File: src/rtl/hamming_tx_serial_if.sv
// hamming_tx_serial_if: word handshake, codeword display and serial line bundle (HAMMING_TX_ERR_INJECT_EN adds inj_en/inj_pos)
interface hamming_tx_serial_if;
   logic [3:0] data_in;
   logic       data_valid;
   logic       data_ready;
   logic [7:0] codeword;
   logic       tx_serial;
   logic       tx_busy;
   logic       frame_done;
`ifdef HAMMING_TX_ERR_INJECT_EN
   logic       inj_en;
   logic [2:0] inj_pos;
   modport master(output data_in, data_valid, inj_en, inj_pos,
                  input data_ready, codeword, tx_serial, tx_busy, frame_done);
   modport slave(input data_in, data_valid, inj_en, inj_pos,
                 output data_ready, codeword, tx_serial, tx_busy, frame_done);
`else
   modport master(output data_in, data_valid,
                  input data_ready, codeword, tx_serial, tx_busy, frame_done);
   modport slave(input data_in, data_valid,
                 output data_ready, codeword, tx_serial, tx_busy, frame_done);
`endif
endinterface

File: src/rtl/hamming_tx_serial.sv
// hamming_tx_serial: SECDED (8,4) encoder + UART-style serial framer; ports clk, rst (async high), bus (slave); HAMMING_TX_ERR_INJECT_EN enables bit-error injection
module hamming_tx_serial #(
   parameter int CLKS_PER_BIT = 16
) (
   input logic             clk,
   input logic             rst,
   hamming_tx_serial_if.slave bus
);
   localparam int BW = (CLKS_PER_BIT > 1) ? $clog2(CLKS_PER_BIT) : 1;
   localparam logic [BW-1:0] LAST = BW'(CLKS_PER_BIT - 1);
   typedef enum logic [1:0] {IDLE, START, DATA, STOP} state_t;
   state_t        state_q, state_d;
   logic [BW-1:0] baud_q, baud_d;
   logic [2:0]    bit_q, bit_d;
   logic [7:0]    shift_q, shift_d, cw_q, cw_d, enc, inj_mask;
   logic          tx_q, tx_d, last;
   logic [3:0]    d;
   assign d = bus.data_in;
   assign enc[7:1] = {d[3], d[2], d[1], d[1] ^ d[2] ^ d[3], d[0], d[0] ^ d[2] ^ d[3], d[0] ^ d[1] ^ d[3]};
   assign enc[0] = ^enc[7:1];
`ifdef HAMMING_TX_ERR_INJECT_EN
   // only the line copy is corrupted; the display keeps the clean codeword
   assign inj_mask = bus.inj_en ? 8'b1 << bus.inj_pos : 8'h00;
`else
   assign inj_mask = 8'h00;
`endif
   assign last = baud_q == LAST;
   assign bus.data_ready = state_q == IDLE;
   assign bus.tx_busy = state_q != IDLE;
   assign bus.frame_done = state_q == STOP && last;
   assign bus.codeword = cw_q;
   assign bus.tx_serial = tx_q;
   always_comb begin
      state_d = state_q;
      baud_d = baud_q;
      bit_d = bit_q;
      shift_d = shift_q;
      cw_d = cw_q;
      tx_d = tx_q;
      if (state_q == IDLE) begin
         if (bus.data_valid) begin
            state_d = START;
            baud_d = '0;
            bit_d = 3'd0;
            cw_d = enc;
            shift_d = enc ^ inj_mask;
            tx_d = 1'b0;
         end
      end else if (!last) begin
         baud_d = baud_q + 1'b1;
      end else begin
         baud_d = '0;
         // tx is loaded one bit ahead from the LSB of the shifter, so the line is always a flop output
         case (state_q)
            START: begin
               state_d = DATA;
               tx_d = shift_q[0];
               shift_d = shift_q >> 1;
            end
            DATA: begin
               bit_d = bit_q + 3'd1;
               state_d = bit_q == 3'd7 ? STOP : DATA;
               tx_d = bit_q == 3'd7 ? 1'b1 : shift_q[0];
               shift_d = shift_q >> 1;
            end
            default: state_d = IDLE;
         endcase
      end
   end
   always_ff @(posedge clk or posedge rst) begin
      if (rst) begin
         state_q <= IDLE;
         baud_q <= '0;
         bit_q <= 3'd0;
         shift_q <= 8'h00;
         cw_q <= 8'h00;
         tx_q <= 1'b1;
      end else begin
         state_q <= state_d;
         baud_q <= baud_d;
         bit_q <= bit_d;
         shift_q <= shift_d;
         cw_q <= cw_d;
         tx_q <= tx_d;
      end
   end
endmodule

File: src/flat_wrapper.sv
// flat-port wrapper written by rule: the top's interface ports become plain ports
module hamming_tx_serial_flat 
#(
   parameter int CLKS_PER_BIT = 16
)
  (clk, rst, bus_data_in, bus_data_valid, bus_data_ready, bus_codeword, bus_tx_serial, bus_tx_busy, bus_frame_done);
  hamming_tx_serial_if bus_i ();
  input logic clk;
  input logic rst;
  input wire logic [$bits(bus_i.data_in)-1:0] bus_data_in;
  input wire logic [$bits(bus_i.data_valid)-1:0] bus_data_valid;
  output wire logic [$bits(bus_i.data_ready)-1:0] bus_data_ready;
  output wire logic [$bits(bus_i.codeword)-1:0] bus_codeword;
  output wire logic [$bits(bus_i.tx_serial)-1:0] bus_tx_serial;
  output wire logic [$bits(bus_i.tx_busy)-1:0] bus_tx_busy;
  output wire logic [$bits(bus_i.frame_done)-1:0] bus_frame_done;
  assign bus_i.data_in = bus_data_in;
  assign bus_i.data_valid = bus_data_valid;
  assign bus_data_ready = bus_i.data_ready;
  assign bus_codeword = bus_i.codeword;
  assign bus_tx_serial = bus_i.tx_serial;
  assign bus_tx_busy = bus_i.tx_busy;
  assign bus_frame_done = bus_i.frame_done;
  hamming_tx_serial #(.CLKS_PER_BIT(CLKS_PER_BIT)) u_core (.clk(clk), .rst(rst), .bus(bus_i));
endmodule
File: config.mk
export PLATFORM = sky130hd
export DESIGN_NAME = hamming_tx_serial_flat
export DESIGN_NICKNAME = d
export VERILOG_FILES = /design/src/rtl/hamming_tx_serial_if.sv /design/src/rtl/hamming_tx_serial.sv /design/src/flat_wrapper.sv
export SDC_FILE = /design/constraint.sdc
export NUM_CORES = 1
export LEC_CHECK = 0
export ABC_CLOCK_PERIOD_IN_PS = 3200
export BUFFER_PORTS_ARGS = -buffer_cell sky130_fd_sc_hd__buf_2
export CORE_MARGIN = 5
export CORE_UTILIZATION = 45
export CTS_CLUSTER_DIAMETER = 40
export DETAILED_ROUTE_END_ITERATION = 8
export SLEW_MARGIN = 15
export SYNTH_ARGS = -nofsm -noshare
export SYNTH_HDL_FRONTEND = slang
export SYNTH_SLANG_ARGS = --single-unit
File: constraint.sdc
create_clock -name clk -period 3.2 [get_ports clk]
set_input_delay 0.16 -clock clk [delete_from_list [all_inputs] [get_ports clk]]
set_output_delay 0.16 -clock clk [all_outputs]
set_load 0.05 [all_outputs]
==> results_dict.tcl <==
set metrics [dict create \
    syn_inst 108 \
    synth_edf_count 0 \
    grt_max_degree 27 \
    yosysUniqueCellTypes 32 \
    cts_tree "yes" \
    finalHoldViolations 0 \
    drv_cap 0 \
    yosysMostFrequentCell "dfrtp_1" \
    ios 19 \
    dr_total_vias 875 \
    drc_errors 0 \
    min_period_ns 2.33 \
    crit_type "reg -> out" \
    antenna_left 0 \
    yosysTopAreaCell "dfrtp_1" \
    die_w_um 65.6 \
    hp-class "in -> async" \
    viasPerCell 5.47 \
    drive_above_1_share_pct 36.2 \
    min_period_over_period_pct 72.9 \
    yosys_warnings 0 \
    fin_worst_skew_ns 0.0109 \
    grt_pass1_vias 878 \
    gr-total-overflow 0 \
    io_buffers 18 \
    required_ns 3.04 \
    timing.fmax_mhz 428 \
    cp-end-kind "output port" \
    cts_sinks 26 \
    first_iter_violations 53 \
    cts_setup_buffers 0 \
    postCtsResizedCells 0 \
    fp.dieH_um 65.6 \
    syn_area_per_cell_um2 12.9 \
    hold_ws_ns 0.0294 \
    dr.pass1.iters 4 \
    slew_viol_final 0 \
    fin_cells 160 \
    hpwl_um 1780 \
    final.fill_count 285 \
    clkLatencyLatePin_ns 0.32 \
    cp_top_family "buffers and inverters" \
    synthTopCellsByArea "dfrtp_1 (45%), mux2_2 (13%), ha_1 (6.3%)" \
    placed_cell_area_um2 1500 \
    synthesis.nets 122 \
    place.gp.congestion 0.735 \
    synthFlopType "dfrtp_1" \
    cp-start-kind "register" \
    htreeDepth 1 \
    ir_worst_vdd_mv 0.507 \
    clockBufferDepth 2 \
    layout-area-overhead-vs-synth_pct 10.4 \
    p_leak_nw 0.752 \
    synth-seq-cells 26 \
    grt_pass1_wl_um 4210 \
    setup_viol 0 \
    fin_nets 142 \
    status "completed" \
    crit_buf_inv 3 \
    initial_core_util_pct 46.3 \
    route.detailed.wl_per_inst_um 14.7 \
    setup_tns_ns 0 \
    synth_area_um2 1390 \
    slowest_delay_ns 0.56 \
    async_reset_ff_share_pct 100 \
    place_inst 156 \
    grt_util_all_layers_pct 12.8 \
    utilization_pct 51.0 \
    rsz0062_at_grt "false" \
    cts_root_buf "clkbuf_4" \
    core_area_um2 3000 \
    yosysTopAreaCellShare_pct 45.0 \
    rows 20 \
    max_slew.worst_pin.slew_ns 0.959 \
    dieArea_um2 4300 \
    antenna_found_initial 0 \
    drt-total-wl_um 2350 \
    slowest_stage "ha_1" \
    clk_pin_slew_ns 0.14 \
    hold_buffers 0 \
    cts_made_buffers 3 \
    synth_common_cells "dfrtp_1 (25), mux2_2 (16), inv_1 (8), nand2_1 (8), ha_1 (7)" \
    cp_max_fo 19 \
    synth-seq-area-share_pct 46.9 \
    antennaDiodeCount 0 \
    pwr_density_cell_nw_per_um2 982 \
    crit_chain "inv_1 > ha_1 > clkinv_1 > buf_2" \
    maxSlewHeadroom_pct 36.0 \
    worstPathArrival_ns 2.17 \
    final_area_um2 1530 \
]
-- power by group --
| part | leakage, nW | switching [mW] | internal [mW] |
|---|---|---|---|
| Sequential | 0.316 | 0.102 | 0.482 |
| Combinational | 0.415 | 0.463 | 0.291 |
| Clock | 0.0210 | 0.0965 | 0.0696 |
| Total | 0.752 | 0.662 | 0.843 |
-- sequential cells by signal, indices dropped and copies added, names as in the netlist --
register              cells
u_core.baud_q             4
u_core.bit_q              3
u_core.bus.codeword       8
u_core.bus.tx_serial      1
u_core.shift_q            8
u_core.state_q            2
-- cell families after synthesis --
logic type               after synthesis  synth area share, %
AO/OA/AOI/OAI                         21                 11.4
AND/OR/NAND/NOR                       17                 7.03
buffers and inverters                 13                 4.68
multiplexers                          20                 16.2
adder cells (fa/ha/maj)                7                 6.31
flip-flops                            26                 46.9
XOR/XNOR                               4                 7.39
-- metrics by stage --
stage / worst slack (ns) / power [mW]
after CTS: 0.877 / 1.52
after global routing: 0.710 / 1.61
after global placement: 1.12 / 1.34
after detailed placement: 1.04 / 1.35
final: 0.866 / 1.50
after floorplan: 0.876 / 1.20
-- cell type report --
cell class                 instances  area (µm²)  share of cell area [%]
inverter                           9        33.8                    2.20
tap                               33        41.3                    2.69
timing repair buffer              19        97.6                    6.37
multi-input combinational         69         672                    43.8
clock buffer                       4        36.3                    2.37
sequential                        26         652                    42.5
-- metal layers --
layer  up-vias  global-route usage [%]  part of all wire (%)
met4         0                    5.44                   1.5
li1        426                       -                     -
met2        11                    19.5                    44
met1       434                    17.8                    52
met3         4                    2.05                   2.1
met5         -                       0                     0
-- worst paths after layout --
kind | depth (start not counted) | to | startpoint | slack (ns)
worst max-delay path | 4 | bus_tx_busy | u_core.state_q[0] | 0.87
worst min-delay path | 2 | u_core.shift_q[6] | rst | 0.03
worst max register to register | 5 | u_core.bit_q[0] | u_core.state_q[0] | 1.01
worst min register to register | 1 | u_core.bus.codeword[7] | u_core.bus.codeword[7] | 0.51
max in group asynchronous | 2 | u_core.bus.codeword[4] | rst | 2.58
min in group clk | 2 | u_core.baud_q[1] | bus_data_valid | 0.06
-- worst reg2reg max path, cell delays in order (launching register included) --
cell and delay, ns:
dfrtp_1 0.44, inv_1 0.10, ha_1 0.56, clkinv_1 0.43
a21bo_2 0.31, mux2_2 0.26
-- placed cells by master, fill, tap and decap left out, types with 2 or more instances in the layout --
cell,netlist,final
a21oi_1,4,4
dfrtp_1,25,25
xor3_4,2,2
nand2_1,8,8
nor2_1,3,3
o21ai_0,4,4
a2bb2oi_1,2,2
mux2_2,16,16
inv_1,8,8
a221oi_1,2,2
ha_1,7,7
mux2i_1,3,3
a22o_1,3,3
clkbuf_4,0,3
buf_2,1,18
xor3_1,2,2
Power figures use the tool's default switching activity.
